`src/rtl/pipe_stage_skid.sv`:
```
`default_nettype none
// =============================================================================
// pipe_stage_skid: valid/ready pipeline stage register, optional 2-entry skid
// buffer, flush, saturating stall/bubble counters.            Revision: 1.0
// =============================================================================
module pipe_stage_skid #(
   parameter int DATA_W = 128,
   parameter int SKID   = 1,
   parameter int CNT_W  = 16
) (
   input  logic              clk,
   input  logic              resetn,
   input  logic              flush,
   input  logic              in_valid,
   output logic              in_ready,
   input  logic [DATA_W-1:0] in_data,
   output logic              out_valid,
   input  logic              out_ready,
   output logic [DATA_W-1:0] out_data,
   output logic [1:0]        occupancy,
   input  logic              clr_cnt,
   output logic [CNT_W-1:0]  stall_cnt,
   output logic [CNT_W-1:0]  bubble_cnt
);

   typedef enum logic [1:0] {
      EMPTY = 2'd0,
      ONE   = 2'd1,
      FULL  = 2'd2
   } state_t;

   localparam logic [CNT_W-1:0] CNT_MAX = '1;
   localparam logic [CNT_W-1:0] CNT_ONE = CNT_W'(1);

   state_t            state;
   state_t            state_nxt;
   logic [DATA_W-1:0] main_q;
   logic [DATA_W-1:0] main_nxt;
   logic [DATA_W-1:0] skid_q;
   logic [DATA_W-1:0] skid_nxt;
   logic              in_xfer;
   logic              out_xfer;

   assign out_valid = (state != EMPTY);
   assign out_data  = main_q;
   assign occupancy = state;
   assign in_xfer   = in_valid & in_ready;
   assign out_xfer  = out_valid & out_ready;

   always_ff @(posedge clk) begin
      if (!resetn) begin
         state  <= EMPTY;
         main_q <= '0;
      end else begin
         state  <= state_nxt;
         main_q <= main_nxt;
      end
   end

   // Empty slots are always zeroed so out_data reads 0 whenever out_valid=0.
   always_comb begin
      state_nxt = state;
      main_nxt  = main_q;
      skid_nxt  = skid_q;
      if (flush) begin
         state_nxt = EMPTY;
         main_nxt  = '0;
         skid_nxt  = '0;
      end else begin
         case (state)
            EMPTY: begin
               if (in_xfer) begin
                  state_nxt = ONE;
                  main_nxt  = in_data;
               end
            end
            ONE: begin
               if (in_xfer && out_xfer) begin
                  main_nxt = in_data;
               end else if (in_xfer) begin
                  // Unreachable without the skid buffer: in_ready implies out_ready.
                  state_nxt = FULL;
                  skid_nxt  = in_data;
               end else if (out_xfer) begin
                  state_nxt = EMPTY;
                  main_nxt  = '0;
               end
            end
            FULL: begin
               if (out_xfer) begin
                  state_nxt = ONE;
                  main_nxt  = skid_q;
                  skid_nxt  = '0;
               end
            end
            default: begin
               state_nxt = EMPTY;
               main_nxt  = '0;
               skid_nxt  = '0;
            end
         endcase
      end
   end

   generate
      if (SKID != 0) begin : g_skid
         logic rdy_q;

         always_ff @(posedge clk) begin
            if (!resetn) begin
               skid_q <= '0;
               rdy_q  <= 1'b0;
            end else begin
               skid_q <= skid_nxt;
               rdy_q  <= (state_nxt != FULL);
            end
         end

         assign in_ready = rdy_q;
      end else begin : g_noskid
         assign skid_q   = '0;
         assign in_ready = resetn & (~out_valid | out_ready);
      end
   endgenerate

   always_ff @(posedge clk) begin
      if (!resetn || clr_cnt) begin
         stall_cnt  <= '0;
         bubble_cnt <= '0;
      end else begin
         if (out_valid && !out_ready && stall_cnt != CNT_MAX) begin
            stall_cnt <= stall_cnt + CNT_ONE;
         end
         if (!out_valid && out_ready && bubble_cnt != CNT_MAX) begin
            bubble_cnt <= bubble_cnt + CNT_ONE;
         end
      end
   end

endmodule
`default_nettype wire
```
`config.mk`:
```
export PLATFORM = sky130hd
export DESIGN_NAME = pipe_stage_skid
export DESIGN_NICKNAME = d
export VERILOG_FILES = /design/src/rtl/pipe_stage_skid.sv
export SDC_FILE = /design/constraint.sdc
export NUM_CORES = 1
export LEC_CHECK = 0
export CAP_MARGIN = 20
export CORE_ASPECT_RATIO = 0.75
export CORE_MARGIN = 4
export CORE_UTILIZATION = 40
export DETAILED_ROUTE_END_ITERATION = 7
export PLACE_DENSITY = 0.66
export SYNTH_ARGS = -nofsm -noshare
export SYNTH_HDL_FRONTEND = slang
export SYNTH_SLANG_ARGS = --single-unit
```
`constraint.sdc`:
```
create_clock -name clk -period 4.64 [get_ports clk]
set_input_delay 1.392 -clock clk [delete_from_list [all_inputs] [get_ports clk]]
set_output_delay 1.392 -clock clk [all_outputs]
set_load 0.1 [all_outputs]
```
==> flow_metrics.tcl <==
set metrics [dict create \
    netSwitchingPower_mw 1.48 \
    synth_nets 1426 \
    final_net_count 1660 \
    grt_max_degree 71 \
    path_max_fanout 13 \
    worst_path_max_delay_cell "clkdlybuf4s50_1" \
    finalCritPeriodShare 0.834 \
    initial_core_util 0.406 \
    violations "design-rule violations" \
    outcome "finished with violations" \
    cts_sinks 291 \
    yosys_warnings 0 \
    ys.flop_type "dfxtp_1" \
    netlist_area_um2 12200 \
    async_flop_share 0 \
    start_kind "register" \
    clock_latency_ns 0.56 \
    reg2reg_to "out_data[57]$_SDFFE_PP0P_" \
    reg2regPathDepth 5 \
    core_area_um2 30100 \
    synth_area_per_cell_um2 9.49 \
    slew_headroom 0.293 \
    cts_tree "built" \
    fillCellCount 2728 \
    crit_arrival_ns 2.48 \
    cp_top_family "buffers and inverters" \
    vias_per_cell 5.67 \
    layout_common_cells "clkdlybuf4s50_1, dfxtp_1, nor2_1" \
    drive_above_1_share 0.0628 \
    rsz0062_at_grt "no" \
    first_global_vias 10092 \
    ios 298 \
    slew_violations 0 \
    cts-resized-gates 0 \
    crit_path_end "occupancy[1]" \
    clock.fmax_mhz 259 \
    fin_skew_ns 0.0167 \
    finalSetupTns_ns 0 \
    synth_edf_count 0 \
    power_frac_clock 0.437 \
    grt_pass1_wl_mm 57.4 \
    finalHoldViolCount 0 \
    wl_per_cell_um 18.8 \
    power.internal_mw 4.33 \
    grt_use_total 0.204 \
    worstSetupPathType "reg -> out" \
    clk_pin_slew_ns 0.06 \
    wl_met3_mm 3.29 \
    place_ws_ns 0.995 \
    antenna_found_initial 2 \
    cp.buffers_inverters 1 \
    p_leak_nw 5.61 \
    cp-end-kind "output port" \
    cts_buffers 30 \
    required_ns 3.25 \
    area_growth_pct 35.6 \
    gp_congestion 0.793 \
    die_h_um 159 \
    synthCells 1290 \
    port_buffers 297 \
    top_layer "met5" \
    ys_seq_area_frac 0.476 \
    htreeDepth 1 \
    rows 55 \
    peakVddDrop_mv 0.263 \
    r2r_start "occupancy[1]$_SDFF_PN0_" \
    setup_violations 0 \
    drc 17 \
    grt-ovfl-total 0 \
    wl_met2_mm 15.8 \
    die_width_um 210 \
    startpoint "occupancy[1]$_SDFF_PN0_" \
    final_common_cell "clkdlybuf4s50_1" \
    wirelength_met1_mm 16.6 \
    p_sw_frac 0.255 \
    hp-class "reg -> reg" \
    final.min_clock_period_ns 3.87 \
    pwr-share-comb 0.125 \
    die-area_um2 33500 \
    drtAntennaViolNets 0 \
    cp.depth 1 \
    setup_ws_ns 0.772 \
    cts_hold_buf 0 \
    vias 11021 \
    antenna_cells 0 \
    firstDrtPassIters 8 \
    seqCellArea_um2 5830 \
    fin_hold_ws_ns 0.491 \
    post_cts_buffers 0 \
    multiInputGateArea_um2 5960 \
    root_buffer "clkbuf_16" \
    cap_violations 0 \
    ys_ff_latch 291 \
    clockBufferDepth 3 \
    hpwlAfterDp_mm 23.1 \
    cpPeakStageDelay_ns 1.28 \
    powerDensity_nw_per_um2 351 \
    drtIter0Drc 1174 \
    tightest_slew_ns 1.06 \
    seqPwrFrac 0.438 \
    crit_chain "clkdlybuf4s50_1" \
    rrSetupSlack_ns 2.20 \
    synth.distinct_cells 45 \
    wl_mm 36.5 \
]
==> worst min path at each step <==
| stage | from | depth (start not counted) | to |
|---|---|---|---|
| after floorplan | skid_q[101]$_SDFFE_PP0P_ | 2 | skid_q[101]$_SDFFE_PP0P_ |
| after global placement | skid_q[23]$_SDFFE_PP0P_ | 2 | out_data[23]$_SDFFE_PP0P_ |
| after CTS | skid_q[121]$_SDFFE_PP0P_ | 2 | skid_q[121]$_SDFFE_PP0P_ |
| after global routing | skid_q[64]$_SDFFE_PP0P_ | 2 | skid_q[64]$_SDFFE_PP0P_ |
| after detailed placement | skid_q[5]$_SDFFE_PP0P_ | 2 | skid_q[5]$_SDFFE_PP0P_ |
| final | skid_q[39]$_SDFFE_PP0P_ | 2 | skid_q[39]$_SDFFE_PP0P_ |
==> flip-flops by register name, indices dropped and copies added (netlist names) <==
register / cells
out_data: 128
skid_q: 128
bubble_cnt: 16
stall_cnt: 16
occupancy: 2
in_ready: 1
==> metrics by stage <==
step / power (mW) / cells / cell area [um2] / utilization
6_report: 5.81 / 1943 / 16600 / 0.550
2_1_floorplan: 3.05 / 1290 / 12200 / -
3_3_place_gp: 3.32 / 1891 / 15500 / 0.516
5_1_grt: 6.03 / 1943 / 16600 / 0.550
3_5_place_dp: 3.33 / 1891 / 15500 / 0.516
4_1_cts: 5.88 / 1943 / 16600 / 0.550
==> synth_stat cells (all sizes together), types with 8 or more instances <==
library cell	count	area (um2)
dfxtp	291	5830
nor2	264	991
and2	131	820
mux2i	129	1290
a222oi	128	1280
clkbuf	87	327
a22o	55	482
buf	34	168
a21oi	28	140
nand2	17	63.8
or3	15	95.1
nand3	14	75.1
o21ai	14	70.1
nand4	10	62.6
or4	10	75.1
o31ai	8	60.1
==> power groups by stage <==
stage / Clock, mW / Sequential (mW) / Combinational [mW]
finish: 2.54 / 2.55 / 0.725
global route: 2.71 / 2.55 / 0.762
CTS: 2.61 / 2.55 / 0.727
detailed placement: 0 / 2.60 / 0.724
global placement: 0 / 2.60 / 0.719
floorplan: 0 / 2.82 / 0.238
==> per-layer routing <==
layer | GRT usage | up-vias
met5 | 0 | -
met2 | 0.302 | 382
met4 | 0.0468 | 4
met1 | 0.289 | 5346
li1 | - | 5231
met3 | 0.0685 | 58
==> kinds of logic (layout without fill, tap and decap cells) <==
| family | count (synthesis) | after routing | share of synthesized area |
|---|---|---|---|
| buf+inv | 124 | 378 | 0.0413 |
| mux | 129 | 129 | 0.106 |
| fa+ha+maj | 2 | 2 | 0.00204 |
| simple gates | 493 | 493 | 0.196 |
| xor+xnor | 3 | 3 | 0.00215 |
| flops | 291 | 291 | 0.476 |
| compound gates | 248 | 248 | 0.177 |
==> tightest hold or removal path, cell delays in order, from the launching register on <==
cell and delay [ns]:
dfxtp_1 0.32, mux2i_1 0.06, nor2_1 0.07
==> area by class of cell <==
| cell class | count | share of cell area |
|---|---|---|
| timing repair buffer | 323 | 0.196 |
| clock buffer | 40 | 0.0530 |
| clock inverter | 12 | 0.0100 |
| inverter | 3 | 0.000679 |
| tap | 399 | 0.0301 |
| sequential | 291 | 0.351 |
| multi-input combinational | 875 | 0.359 |
Power figures use the tool's default switching activity.
